`config.mk`:
```
export PLATFORM = sky130hd
export DESIGN_NAME = partoserial_idle_tx
export DESIGN_NICKNAME = d
export VERILOG_FILES = /design/src/rtl/partoserial_idle_tx.sv
export SDC_FILE = /design/constraint.sdc
export NUM_CORES = 1
export LEC_CHECK = 0
export ABC_AREA = 1
export BUFFER_PORTS_ARGS = -buffer_cell sky130_fd_sc_hd__buf_2
export CORE_UTILIZATION = 40
export DETAILED_ROUTE_END_ITERATION = 6
export SKIP_LAST_GASP = 1
export SYNTH_ARGS = -nofsm -noshare
export SYNTH_HDL_FRONTEND = slang
export SYNTH_SLANG_ARGS = --single-unit
export TNS_END_PERCENT = 50
```
`constraint.sdc`:
```
create_clock -name clk_32f -period 1.8 [get_ports clk_32f]
set_clock_uncertainty 0.1 [all_clocks]
set_input_delay 0.36 -clock clk_32f [delete_from_list [all_inputs] [get_ports clk_32f]]
set_output_delay 0.36 -clock clk_32f [all_outputs]
set_load 0.02 [all_outputs]
```
`src/rtl/partoserial_idle_tx.sv`:
```
`default_nettype none
// ============================================================================
// Module      : partoserial_idle_tx
// Description : Parallel-to-serial lane transmitter. Sends an 8-bit word per
//               8 clk_32f cycles, MSB first. After reset it emits a preamble
//               of COMMA words so the far-end receiver can lock, then sends
//               upstream data when offered and COMMA (idle) otherwise.
// Revision    : 1.0 - initial release
// ============================================================================
module partoserial_idle_tx #(
  parameter int         INIT_IDLES = 8,
  parameter logic [7:0] COMMA      = 8'hBC
) (
  input  logic       clk_32f,
  input  logic       reset,
  input  logic [7:0] data_in,
  input  logic       valid_in,
  output logic       ready_out,
  output logic       data_out,
  output logic       active,
  output logic       sending,
  output logic       comma_err
);

  // Counter wide enough to hold the value INIT_IDLES itself.
  localparam int             C_CW    = $clog2(INIT_IDLES + 1);
  localparam logic [C_CW-1:0] C_IDLES = C_CW'(INIT_IDLES);

  // INIT: preamble in progress; RUN: data words may be sent.
  typedef enum logic [0:0] {
    ST_INIT = 1'b0,
    ST_RUN  = 1'b1
  } state_t;

  state_t          state_q, state_d;
  logic [7:0]      sr_q, sr_d;
  logic [2:0]      bit_cnt_q, bit_cnt_d;
  logic [C_CW-1:0] idle_cnt_q, idle_cnt_d;
  logic            data_out_q, data_out_d;
  logic            ready_out_q, ready_out_d;
  logic            sending_q, sending_d;
  logic            comma_err_q, comma_err_d;

  logic            w_take;
  logic [7:0]      w_word;

  // Next-state: load a new word every 8th cycle, shift otherwise.
  always_comb begin
    state_d     = state_q;
    sr_d        = sr_q;
    bit_cnt_d   = bit_cnt_q;
    idle_cnt_d  = idle_cnt_q;
    data_out_d  = data_out_q;
    sending_d   = sending_q;
    comma_err_d = 1'b0;
    // A word is only consumed on the slot that was advertised via ready_out.
    w_take      = (state_q == ST_RUN) && ready_out_q && valid_in;
    w_word      = w_take ? data_in : COMMA;

    if (bit_cnt_q == 3'd7) begin
      sr_d        = w_word;
      data_out_d  = w_word[7];
      bit_cnt_d   = 3'd0;
      sending_d   = w_take;
      comma_err_d = w_take && (data_in == COMMA);
      if (state_q == ST_INIT) begin
        idle_cnt_d = idle_cnt_q + 1'b1;
        if (idle_cnt_d == C_IDLES) begin
          state_d = ST_RUN;
        end
      end
    end else begin
      data_out_d = sr_q[6];
      sr_d       = {sr_q[6:0], 1'b0};
      bit_cnt_d  = bit_cnt_q + 3'd1;
    end

    // Registered so it is high exactly in the cycle preceding a load edge.
    ready_out_d = (state_d == ST_RUN) && (bit_cnt_d == 3'd7);
  end

  // State register with synchronous reset; partial words are dropped.
  always_ff @(posedge clk_32f) begin
    if (reset) begin
      state_q     <= ST_INIT;
      sr_q        <= 8'h00;
      bit_cnt_q   <= 3'd7;
      idle_cnt_q  <= '0;
      data_out_q  <= 1'b0;
      ready_out_q <= 1'b0;
      sending_q   <= 1'b0;
      comma_err_q <= 1'b0;
    end else begin
      state_q     <= state_d;
      sr_q        <= sr_d;
      bit_cnt_q   <= bit_cnt_d;
      idle_cnt_q  <= idle_cnt_d;
      data_out_q  <= data_out_d;
      ready_out_q <= ready_out_d;
      sending_q   <= sending_d;
      comma_err_q <= comma_err_d;
    end
  end

  assign data_out  = data_out_q;
  assign ready_out = ready_out_q;
  assign active    = (state_q == ST_RUN);
  assign sending   = sending_q;
  assign comma_err = comma_err_q;

endmodule
`default_nettype wire
```
==> impl_results.html <==
<table>
<tr><th>Metric</th><th>Value</th></tr>
<tr><th colspan="2">Place</th></tr>
<tr><td>Placer's final routability congestion estimate</td><td>between 0.7 and 0.8</td></tr>
<tr><td>Post-placement cell area</td><td>between 800 and 900 µm²</td></tr>
<tr><td>Number of I/O port buffers</td><td>15</td></tr>
<tr><td>Placement-stage worst setup slack</td><td>0.2101 ns</td></tr>
<tr><td>HPWL after DPL</td><td>between 1 and 1.5 mm</td></tr>
<tr><th colspan="2">Layout</th></tr>
<tr><td>Count of nets after finishing</td><td>about 120</td></tr>
<tr><td>Area added between synthesis and finish</td><td>15.14%</td></tr>
<tr><td>Share of final-layout standard cells stronger than drive strength 1</td><td>24.07%</td></tr>
<tr><td>Diode count</td><td>0</td></tr>
<tr><td>Final design instance area without fill</td><td>894.6 µm²</td></tr>
<tr><td>Utilization after layout</td><td>between 50% and 60%</td></tr>
<tr><th colspan="2">Floorplanning</th></tr>
<tr><td>Core Footprint</td><td>about 1800 µm²</td></tr>
<tr><td>Top-level port count</td><td>16</td></tr>
<tr><td>Die Y-Extent</td><td>between 40 and 50 µm</td></tr>
<tr><td>Die boundary width</td><td>46.08 µm</td></tr>
<tr><td>Floorplan die area</td><td>2123 µm²</td></tr>
<tr><td>Effective utilization at floorplan</td><td>around 44%</td></tr>
<tr><td>Number of rows created at floorplan</td><td>15</td></tr>
<tr><th colspan="2">STA</th></tr>
<tr><td>Minimum clock period after layout</td><td>approximately 1.6 ns</td></tr>
<tr><td>Worst path setup slack after routing</td><td>about 0.18 ns</td></tr>
<tr><td>Final setup fails</td><td>0</td></tr>
<tr><td>Final TNS setup</td><td>0 ns</td></tr>
<tr><td>Fin. max-slew vios</td><td>0</td></tr>
<tr><td>Worst-margin pin slew</td><td>0.3728 ns</td></tr>
<tr><td>Post-route fraction of the period consumed by the critical path</td><td>~90%</td></tr>
<tr><td>Upper clock frequency limit</td><td>between 600 and 700 MHz</td></tr>
<tr><td>Remaining max-slew budget at the tightest pin</td><td>75.14%</td></tr>
<tr><td>Final hold violations</td><td>0</td></tr>
<tr><td>RSZ-0062 raised after global routing</td><td>false</td></tr>
<tr><th colspan="2">Yosys</th></tr>
<tr><td>Number of synthesized flops with an enable pin</td><td>0</td></tr>
<tr><td>Mapped Area</td><td>between 700 and 800 µm²</td></tr>
<tr><td>Async set-or-reset flop fraction in the synthesized netlist</td><td>0%</td></tr>
<tr><td>Cells after synthesis</td><td>91</td></tr>
<tr><td>Most used standard cell by instance count after synthesis</td><td>dfxtp_1</td></tr>
<tr><td>Distinct cell type count of the synthesized netlist</td><td>18</td></tr>
<tr><td>Number of warning messages in the yosys log</td><td>0</td></tr>
<tr><td>Top cells by instance count after synthesis</td><td>dfxtp_1 (19), inv_1 (15), nand2_1 (10), a21oi_1 (9), o21ai_0 (7)</td></tr>
<tr><td>Share of the synthesized area in the top cell type</td><td>just under 50%</td></tr>
<tr><td>Leading register cell type out of synthesis</td><td>dfxtp_1</td></tr>
<tr><td>Number of register bits inferred by synthesis</td><td>19</td></tr>
<tr><td>Syn_area_per_cell</td><td>8.538 µm²</td></tr>
<tr><td>Largest cells by area after synthesis</td><td>dfxtp_1 (49%), inv_1 (7.2%), a21oi_1 (5.8%), ha_1 (4.8%), nand2_1 (4.8%)</td></tr>
<tr><td>Seq/Total Area, Yosys</td><td>48.95%</td></tr>
<tr><td>Top cell type by total area after synthesis</td><td>dfxtp_1</td></tr>
<tr><td>Number of nets in the synthesized netlist</td><td>105</td></tr>
<tr><th colspan="2">Power and ir drop</th></tr>
<tr><td>Peak ir drop on the vdd network</td><td>~520 µV</td></tr>
<tr><td>Power per unit of standard cell area</td><td>1045 nW/µm²</td></tr>
<tr><td>Leak</td><td>0.4275 nW</td></tr>
<tr><td>Total power</td><td>roughly 0.00094 W</td></tr>
<tr><th colspan="2">Clock tree</th></tr>
<tr><td>Cts bufs inserted</td><td>3</td></tr>
<tr><td>Number of hold buffers added after cts</td><td>0</td></tr>
<tr><td>Total of cells resized after clock tree synthesis</td><td>0</td></tr>
<tr><td>Worst-skew pair later-pin latency</td><td>just under 0.3 ns</td></tr>
<tr><td>Root Buffer Master</td><td>clkbuf_4</td></tr>
<tr><td>Clock sink count</td><td>19</td></tr>
<tr><td>Max Root-Sink Buffers</td><td>2</td></tr>
<tr><td>Clock-pin transition on the worst setup and hold timing paths</td><td>approximately 0.11 ns</td></tr>
<tr><td>TritonCTS clock tree</td><td>built</td></tr>
<tr><td>Post-CTS repair timing setup buffer count</td><td>0</td></tr>
<tr><td>Clock H-tree levels</td><td>1</td></tr>
<tr><th colspan="2">Drt</th></tr>
<tr><td>Routed wire length</td><td>1.339 mm</td></tr>
<tr><td>Post-DR wirelength/cell</td><td>10.07 µm</td></tr>
<tr><td>Number of DRC markers after the initial detailed-route iteration</td><td>12</td></tr>
<tr><td>Total via count after detailed routing</td><td>approximately 620</td></tr>
<tr><td>Detailed-route vias per instance</td><td>about 4.6</td></tr>
<tr><td>Post-detailed-route DRC marker count</td><td>0</td></tr>
<tr><td>DRT antenna net count</td><td>0</td></tr>
<tr><td>TritonRoute pass-1 iters</td><td>4</td></tr>
<tr><th colspan="2">Global routing</th></tr>
<tr><td>Global-route wire length before repair</td><td>2.173 mm</td></tr>
<tr><td>Gr ovfl total</td><td>0</td></tr>
<tr><td>Number of global-route vias before repair</td><td>about 510</td></tr>
<tr><td>Pin count of the biggest net entering global routing</td><td>14</td></tr>
<tr><td>Overall Global Routing Usage</td><td>around 15%</td></tr>
<tr><td>Initial antenna violation count</td><td>0</td></tr>
<tr><th colspan="2">Worst setup path</th></tr>
<tr><td>Startpoint type of the worst setup path</td><td>register</td></tr>
<tr><td>Type of the worst setup path</td><td>reg -&gt; reg</td></tr>
<tr><td>Highest fanout seen on the critical path</td><td>9</td></tr>
<tr><td>CP endpoint kind</td><td>register</td></tr>
<tr><td>Internal reg-to-reg setup slack</td><td>~0.18 ns</td></tr>
<tr><td>Arrival time at the worst endpoint</td><td>roughly 1.8 ns</td></tr>
<tr><td>Required time of the critical path</td><td>just under 2 ns</td></tr>
<tr><th colspan="2">Job</th></tr>
<tr><td>Number of violations of the max-capacitance limit</td><td>0</td></tr>
<tr><th colspan="2">Outcome</th></tr>
<tr><td>Run status</td><td>finished, final reports clean</td></tr>
<tr><th colspan="2">Worst hold path</th></tr>
<tr><td>Hold Crit Class</td><td>in -&gt; reg</td></tr>
</table>
-- cells in the final DEF (no fill, tap or decap) --
cell and n:
xor2_1 1, inv_1 15, clkbuf_4 3, clkbuf_1 1, ha_1 3, inv_6 1, nor2_1 6, o21ai_2 2
nand3_2 1, a21oi_1 9, nand2_1 10, nor3_2 1, o21ai_0 7, dfxtp_1 19, nand3_1 5, nor2_4 2
nor3_1 3, buf_2 15, nand2_4 1, nand4_1 3
-- sequential cells by signal, indices dropped and copies added, names as in the netlist --
signal      cells
sr_q            7
idle_cnt_q      4
bit_cnt_q       3
active          1
comma_err       1
data_out        1
ready_out       1
sending         1
-- per-stage QoR --
| step | hold WS (ns) | std cells |
|---|---|---|
| 2_1_floorplan | 0.3291 | 91 |
| 3_3_place_gp | 0.3600 | 129 |
| 3_5_place_dp | 0.3659 | 129 |
| 4_1_cts | 0.2073 | 133 |
| 5_1_grt | 0.1969 | 133 |
| 6_report | 0.2114 | 133 |
-- layout make-up --
| class | instances | area (µm²) |
|---|---|---|
| Fill cell | 202 | 869.6 |
| Sequential cell | 19 | 380.4 |
| Multi-Input combinational cell | 54 | 316.6 |
| Timing Repair Buffer | 15 | 75.07 |
| Inverter | 16 | 65.06 |
| Tap cell | 25 | 31.28 |
| Clock buffer | 4 | 26.28 |
-- worst paths after layout --
path	from	endpoint	cells after the start
hold reg to reg	sending	sending	2
hold / removal	reset	idle_cnt_q[0]	2
setup reg to reg	bit_cnt_q[0]	idle_cnt_q[3]	8
setup / recovery	bit_cnt_q[0]	idle_cnt_q[3]	8
-- critical path, cell delays in order, from the launching register on --
cell and delay, ns:
dfxtp_1 0.37, ha_1 0.17, ha_1 0.38, inv_6 0.08, nor2_4 0.13, inv_1 0.09, a21oi_1 0.14, nand2_1 0.07
inv_1 0.04
-- routing by layer --
metal | global-route usage (%) | up-vias | part of all wire, %
met5 | 0 | - | 0
met4 | 7.059 | 0 | 1.9
met3 | 3.529 | 4 | 2.2
met2 | 17.18 | 8 | 41
met1 | 23.49 | 273 | 55
li1 | - | 332 | -
-- power breakdown --
part	switching, W	leakage (nW)	internal (W)	total (W)
clock	0.000125	0.0150	0.0000861	0.000211
combinational	0.000133	0.257	0.0000795	0.000213
sequential	0.0000312	0.156	0.000480	0.000511
-- cells by family after synthesis --
family	after synthesis	share of synthesized area (%)
compound gates	18	12.56
fa+ha+maj	3	4.831
buf+inv	18	10.31
xor+xnor	1	1.127
simple gates	32	22.22
flops	19	48.95
(Power assumes the default switching activity.)
